===== src/rtl/fetch_unit_pkg.sv =====
// Shared types and widths for the instruction fetch unit.
package fetch_unit_pkg;

  localparam int unsigned INSTR_W = 16;

  typedef enum logic [1:0] {
    FETCH_REQ,
    FETCH_WAIT,
    HALTED
  } fetch_state_t;

  typedef struct packed {
    logic [15:0]        pc;
    logic [INSTR_W-1:0] instr;
  } fetch_entry_t;

endpackage


===== src/rtl/fetch_buffer.sv =====
// Small FIFO of fetched {pc, instr} pairs; head outputs read zero while empty.
module fetch_buffer
  import fetch_unit_pkg::*;
#(
  parameter int unsigned BUF_DEPTH = 2,
  localparam int unsigned PTR_W = $clog2(BUF_DEPTH),
  localparam int unsigned CNT_W = $clog2(BUF_DEPTH + 1)
) (
  input  logic               i_clk,
  input  logic               i_n_rst,
  input  logic               i_push,
  input  logic [15:0]        i_push_pc,
  input  logic [INSTR_W-1:0] i_push_instr,
  input  logic               i_pop,
  input  logic               i_flush,
  output logic [CNT_W-1:0]   o_count,
  output logic               o_valid,
  output logic [15:0]        o_head_pc,
  output logic [INSTR_W-1:0] o_head_instr
);

  fetch_entry_t     r_mem [BUF_DEPTH];
  logic [PTR_W-1:0] r_rd_ptr;
  logic [PTR_W-1:0] r_wr_ptr;
  logic [CNT_W-1:0] r_count;
  logic             w_pop;

  assign w_pop = i_pop & (r_count != '0);

  always_ff @(posedge i_clk) begin
    if (!i_n_rst || i_flush) begin
      r_rd_ptr <= '0;
      r_wr_ptr <= '0;
      r_count  <= '0;
    end else begin
      if (i_push) r_wr_ptr <= r_wr_ptr + PTR_W'(1);
      if (w_pop)  r_rd_ptr <= r_rd_ptr + PTR_W'(1);
      r_count <= r_count + CNT_W'(i_push) - CNT_W'(w_pop);
    end
  end

  always_ff @(posedge i_clk) begin
    if (i_n_rst && !i_flush && i_push) begin
      r_mem[r_wr_ptr] <= '{pc: i_push_pc, instr: i_push_instr};
    end
  end

  assign o_count      = r_count;
  assign o_valid      = (r_count != '0);
  assign o_head_pc    = o_valid ? r_mem[r_rd_ptr].pc : '0;
  assign o_head_instr = o_valid ? r_mem[r_rd_ptr].instr : '0;

endmodule


===== src/rtl/fetch_unit.sv =====
// Instruction fetch unit: single-outstanding memory requests feeding a small
// instruction buffer, with decoder-driven redirects and halt.
module fetch_unit
  import fetch_unit_pkg::*;
#(
  parameter logic [15:0]  RESET_PC  = 16'h0000,
  parameter int unsigned  BUF_DEPTH = 2
) (
  input  logic               i_clk,
  input  logic               i_n_rst,
  input  logic               i_pc_override,
  input  logic [15:0]        i_pc_offset,
  input  logic               i_halt,
  output logic               o_imem_req,
  output logic [15:0]        o_imem_addr,
  input  logic               i_imem_gnt,
  input  logic               i_imem_rvalid,
  input  logic [INSTR_W-1:0] i_imem_rdata,
  output logic               o_instr_valid,
  output logic [INSTR_W-1:0] o_instr,
  output logic [15:0]        o_instr_pc,
  input  logic               i_instr_ready
);

  localparam int unsigned CNT_W = $clog2(BUF_DEPTH + 1);

  fetch_state_t     r_state;
  fetch_state_t     w_state_nxt;
  logic [15:0]      r_fetch_pc;
  logic             r_outstanding;
  logic             r_drop_pending;
  logic             r_active;
  logic [CNT_W-1:0] w_count;
  logic [CNT_W:0]   w_occupancy;
  logic             w_grant;
  logic             w_pop;
  logic             w_redirect;
  logic             w_push;
  logic             w_still_out;
  logic [15:0]      w_target;

  assign w_pop       = o_instr_valid & i_instr_ready;
  assign w_redirect  = w_pop & i_pc_override;
  assign w_target    = o_instr_pc + i_pc_offset;
  assign w_occupancy = {1'b0, w_count} + {{CNT_W{1'b0}}, r_outstanding};

  // r_active holds requests off until the first edge after reset release.
  assign o_imem_req  = r_active & ~i_halt & (r_state == FETCH_REQ) & ~r_outstanding &
                       (w_occupancy < (CNT_W + 1)'(BUF_DEPTH));
  assign o_imem_addr = r_fetch_pc;
  assign w_grant     = o_imem_req & i_imem_gnt;

  // Responses with nothing outstanding (e.g. from before reset) are ignored.
  assign w_push      = i_imem_rvalid & r_outstanding & ~r_drop_pending & ~w_redirect;
  assign w_still_out = w_grant | (r_outstanding & ~i_imem_rvalid);

  always_comb begin
    w_state_nxt = r_state;
    case (r_state)
      FETCH_REQ: begin
        if (w_grant)                          w_state_nxt = FETCH_WAIT;
        else if (i_halt && !r_outstanding)    w_state_nxt = HALTED;
      end
      FETCH_WAIT: begin
        if (i_imem_rvalid) w_state_nxt = i_halt ? HALTED : FETCH_REQ;
      end
      HALTED: begin
        if (!i_halt) w_state_nxt = FETCH_REQ;
      end
      default: w_state_nxt = FETCH_REQ;
    endcase
    if (w_redirect) w_state_nxt = i_halt ? HALTED : FETCH_REQ;
  end

  always_ff @(posedge i_clk) begin
    if (!i_n_rst) begin
      r_state        <= FETCH_REQ;
      r_fetch_pc     <= RESET_PC;
      r_outstanding  <= 1'b0;
      r_drop_pending <= 1'b0;
      r_active       <= 1'b0;
    end else begin
      r_active      <= 1'b1;
      r_state       <= w_state_nxt;
      r_outstanding <= w_still_out;
      if (w_redirect)       r_fetch_pc <= w_target;
      else if (w_grant)     r_fetch_pc <= r_fetch_pc + 16'd1;
      if (w_redirect)       r_drop_pending <= w_still_out;
      else if (i_imem_rvalid && r_outstanding) r_drop_pending <= 1'b0;
    end
  end

  // fetch_pc has advanced exactly once since the grant of a non-dropped response.
  fetch_buffer #(
    .BUF_DEPTH(BUF_DEPTH)
  ) u_buf (
    .i_clk       (i_clk),
    .i_n_rst     (i_n_rst),
    .i_push      (w_push),
    .i_push_pc   (r_fetch_pc - 16'd1),
    .i_push_instr(i_imem_rdata),
    .i_pop       (w_pop),
    .i_flush     (w_redirect),
    .o_count     (w_count),
    .o_valid     (o_instr_valid),
    .o_head_pc   (o_instr_pc),
    .o_head_instr(o_instr)
  );

endmodule


===== config.mk =====
export PLATFORM = sky130hd
export DESIGN_NAME = fetch_unit
export DESIGN_NICKNAME = d
export VERILOG_FILES = /design/src/rtl/fetch_unit_pkg.sv /design/src/rtl/fetch_buffer.sv /design/src/rtl/fetch_unit.sv
export SDC_FILE = /design/constraint.sdc
export NUM_CORES = 1
export LEC_CHECK = 0
export ABC_AREA = 0
export CORE_ASPECT_RATIO = 0.6
export CORE_MARGIN = 2
export CORE_UTILIZATION = 41
export CTS_CLUSTER_SIZE = 30
export DETAILED_ROUTE_END_ITERATION = 12
export GPL_TIMING_DRIVEN = 0
export PLACE_DENSITY = 0.65
export SYNTH_ARGS = -nofsm -noshare
export SYNTH_HDL_FRONTEND = slang
export SYNTH_SLANG_ARGS = --single-unit

===== constraint.sdc =====
create_clock -name i_clk -period 10.8 [get_ports i_clk]
set_clock_uncertainty 0.15 [all_clocks]
set_input_delay 1.08 -clock i_clk [delete_from_list [all_inputs] [get_ports i_clk]]
set_output_delay 1.08 -clock i_clk [all_outputs]
set_load 0.02 [all_outputs]

==> PnR_summary.wiki <==
{| class="wikitable"
! Metric !! Value
|-
| Detailed Routing Iterations Pass 1 || 5
|-
| Post-Synth Adder-Cell Area || 5.46%
|-
| CTS hold repair buffers || 0
|-
| Critical path data required time || 10,870 ps
|-
| Actual transition at the worst max-transition pin || 943 ps
|-
| Syn Nets || 497
|-
| Max Fanout on Critical Path || 10
|-
| Synth Flop Type || sky130_fd_sc_hd__edfxtp_1
|-
| Worst Setup Path Type || reg -> reg
|-
| Post-detailed-route via-to-cell ratio || 5.47
|-
| Die Area || 12,400 µm²
|-
| Total number of yosys warnings || 0
|-
| Row cnt || 30
|-
| Area added between synthesis and finish || 29.5%
|-
| DP Wirelength || 9010 µm
|-
| Tcrit/Tclk final || 38.7%
|-
| Max Buffers Root-to-Sink || 2
|-
| Post-Syn Area || 4720 µm²
|-
| Final-layout setup total negative slack || 0 ps
|-
| Iteration-0 DRC Markers || 301
|-
| DRC violations left || 0
|-
| R2R Setup Slk || 6620 ps
|-
| Status || complete, no violations
|-
| Number of buffers created by CTS || 9
|-
| Count of antenna-violating nets left after detailed routing || 0
|-
| Number of enable-type register cells in the synthesized netlist || 64
|-
| Portion of synthesized cell area occupied by the leading cell type || 40.7%
|-
| Resized Gates After CTS || 0
|-
| Maxcap violations || 0
|-
| Number of endpoints failing setup at the final stage || 0
|-
| Layout Cell Area excl Fill || 6120 µm²
|-
| Maximum VDD drop || 0.000105 V
|-
| Total I/O pin count || 89
|-
| Setup slack after placement || 6390 ps
|-
| Leakage power figure || 2.23 nW
|-
| Yosys reg bits || 90
|-
| Instance area at placement || 5820 µm²
|-
| Vias || 3,775
|-
| Tmin final || 4180 ps
|-
| Post-synthesis compound-gate area fraction || 9.27%
|-
| Worst slew margin relative to its limit || 36.6%
|-
| Buffers added on ports || 88
|-
| Area share of and/or/nand/nor cells after synthesis || 16.4%
|-
| Inst Count DP || 674
|-
| Largest net degree at the start of global routing || 33
|-
| Cell at the root of the clock tree || sky130_fd_sc_hd__clkbuf_16
|-
| Largest family of logic cells by synthesized area || simple AND/OR/NAND/NOR gates
|-
| Unrepaired setup endpoints after global routing || false
|-
| Number of diodes added for antenna fixing || 0
|-
| Combined global-route utilization of all metal layers || 19.8%
|-
| Async S/R FF share, synth || 0%
|-
| Post CTS Setup Buffer Count || 0
|-
| Clock insertion delay at the later pin of the skew report || 350 ps
|-
| Clock transition at the registers of the reported paths || 70 ps
|-
| Mapped Cells || 438
|-
| Post-route worst setup slack || 6620 ps
|-
| Routed Wire Length || 12,100 µm
|-
| Synthesized-area fraction occupied by xor and xnor cells || 7.05%
|-
| Wire length of the first global-routing pass || 18,300 µm
|-
| Most frequent cell after synthesis || sky130_fd_sc_hd__edfxtp_1
|-
| Data arrival time at the worst-slack endpoint || 4250 ps
|-
| Overflow left after global routing || 0
|-
| Hold Crit Class || reg -> reg
|-
| Portion of the post-synthesis area used by sequential elements || 51.7%
|-
| Initial core utilization || 41.9%
|-
| H-tree lvl count || 3
|-
| Unique cell type count in the Yosys netlist || 56
|-
| Via count of the first global-routing pass || 3,430
|-
| Max frequency || 0.239 GHz
|-
| DIE WIDTH || 143 µm
|-
| Dominant cells by area after synthesis || sky130_fd_sc_hd__edfxtp_1 41%, sky130_fd_sc_hd__dfxtp_1 11%, sky130_fd_sc_hd__mux2i_1 6.8%, sky130_fd_sc_hd__ha_1 5.0%, sky130_fd_sc_hd__xor2_1 4.3%
|-
| Area of the core region || 11,300 µm²
|-
| CP endpoint kind || flop
|-
| Synthesized area per cell || 10.8 µm²
|-
| Multiplexer fraction of the synthesized cell area || 7.02%
|-
| Final weighted congestion of routability-driven global placement || 0.855
|-
| TritonCTS clock tree || yes
|-
| Proportion of layout cells with a drive suffix above 1 || 6.78%
|-
| Final Hold Vio Count || 0
|-
| Die Ht || 87.1 µm
|-
| Wire per inst || 17.5 µm
|-
| Pins Over Slew Limit || 0
|-
| Library cell occupying the most area in the post-synthesis netlist || sky130_fd_sc_hd__edfxtp_1
|-
| Power density of the placed cells || 230 nW/µm²
|-
| Sort of element at the start of the critical path || flop
|-
| Net count reported at finish || 600
|-
| Clock net sink count || 90
|-
| Number of cells in the finished layout apart from fillers || 690
|-
| Number of antenna violations at the first check in global routing || 0
|-
| Synth top cells by count || 64 x sky130_fd_sc_hd__edfxtp_1, 47 x sky130_fd_sc_hd__nor2_1, 36 x sky130_fd_sc_hd__nand2_1
|}
[kinds of logic after synthesis]
| family | after synthesis |
|---|---|
| AO/OA/AOI/OAI | 70 |
| flip-flops | 90 |
| adder cells (fa/ha/maj) | 20 |
| multiplexers | 33 |
| buffers and inverters | 36 |
| AND/OR/NAND/NOR | 151 |
| XOR/XNOR | 38 |
[registers in the layout, summed over array words and instances (netlist names), named ones only]
register / count
o_imem_addr: 16
r_active: 1
r_drop_pending: 1
r_outstanding: 1
r_state: 2
u_buf.o_count: 2
u_buf.r_mem: 64
u_buf.r_rd_ptr: 1
u_buf.r_wr_ptr: 1
[report_power, final]
part           switching (mW)  internal, mW
Sequential             0.0181         0.424
Clock                   0.134         0.180
Combinational           0.384         0.266
Total                   0.535         0.870
[routing by layer]
metal | vias to the layer above | GRT usage (%) | wire (µm)
met5 | - | 0 | 0
met4 | 0 | 3.78 | 100
met3 | 11 | 6.21 | 924
met2 | 165 | 27.9 | 4950
met1 | 1795 | 30.0 | 6090
li1 | 1804 | - | -
[layout by cell type, fill, tap and decap left out, types with 2 or more instances in the layout]
cell | Yosys | final
sky130_fd_sc_hd__nand4_1 | 9 | 9
sky130_fd_sc_hd__nand3_1 | 10 | 10
sky130_fd_sc_hd__nor2_1 | 47 | 47
sky130_fd_sc_hd__and4_2 | 1 | 2
sky130_fd_sc_hd__or4_4 | 3 | 3
sky130_fd_sc_hd__xnor2_1 | 15 | 15
sky130_fd_sc_hd__nand2_1 | 36 | 36
sky130_fd_sc_hd__inv_1 | 14 | 14
sky130_fd_sc_hd__o211a_1 | 2 | 2
sky130_fd_sc_hd__nor2b_1 | 6 | 6
sky130_fd_sc_hd__and3_1 | 9 | 9
sky130_fd_sc_hd__clkdlybuf4s50_1 | 0 | 88
sky130_fd_sc_hd__a31oi_1 | 4 | 4
sky130_fd_sc_hd__a21oi_1 | 26 | 26
sky130_fd_sc_hd__mux2i_1 | 32 | 32
sky130_fd_sc_hd__clkbuf_1 | 18 | 19
sky130_fd_sc_hd__o211ai_1 | 2 | 2
sky130_fd_sc_hd__clkbuf_16 | 0 | 9
sky130_fd_sc_hd__o21ai_0 | 13 | 13
sky130_fd_sc_hd__or4_1 | 2 | 2
sky130_fd_sc_hd__a21o_1 | 5 | 5
sky130_fd_sc_hd__o22ai_1 | 3 | 3
sky130_fd_sc_hd__and2_1 | 2 | 2
sky130_fd_sc_hd__edfxtp_1 | 64 | 64
sky130_fd_sc_hd__buf_4 | 1 | 5
sky130_fd_sc_hd__or2_2 | 4 | 4
sky130_fd_sc_hd__clkinv_4 | 0 | 3
sky130_fd_sc_hd__nor3_1 | 9 | 9
sky130_fd_sc_hd__o31ai_1 | 3 | 3
sky130_fd_sc_hd__xor2_1 | 23 | 23
sky130_fd_sc_hd__dfxtp_1 | 26 | 26
sky130_fd_sc_hd__ha_1 | 19 | 19
sky130_fd_sc_hd__o2bb2ai_1 | 2 | 2
sky130_fd_sc_hd__nor4_1 | 3 | 2
[worst max-delay path, cell delays in order (launching register included)]
cell and delay [ps]:
sky130_fd_sc_hd__dfxtp_1 310, sky130_fd_sc_hd__clkbuf_1 360, sky130_fd_sc_hd__clkbuf_1 740, sky130_fd_sc_hd__mux2i_1 330
sky130_fd_sc_hd__nor2_1 110, sky130_fd_sc_hd__ha_1 450, sky130_fd_sc_hd__nand2_1 130, sky130_fd_sc_hd__a2111oi_0 690
sky130_fd_sc_hd__o21ai_0 310, sky130_fd_sc_hd__a311oi_1 360, sky130_fd_sc_hd__nor3_1 110
[stage by stage]
stage	hold WS, ps	total power [mW]	utilization, %
floorplan	320	0.857	-
global placement	336	1.09	51.4
detailed placement	358	1.09	51.7
CTS	373	1.41	54.3
global route	418	1.48	54.3
finish	362	1.41	54.3
[final timing paths]
kind / start / to / cells after the start
max: flop / o_imem_addr[13] / 10
min: r_state[0] / r_state[0] / 2
max reg2reg: flop / o_imem_addr[13] / 10
min reg2reg: r_state[0] / r_state[0] / 2
[area by class of cell]
class / instances / area [µm²]
clock buffers: 10 / 229
flip-flops and latches: 90 / 2440
inverters: 14 / 52.6
multi-input cells: 312 / 2140
plain buffers: 22 / 95.1
repair buffers: 92 / 911
well taps: 144 / 180
fillers: 974 / 5140
clock inverters: 6 / 67.6
No activity file was read; power rests on OpenSTA's default activity.
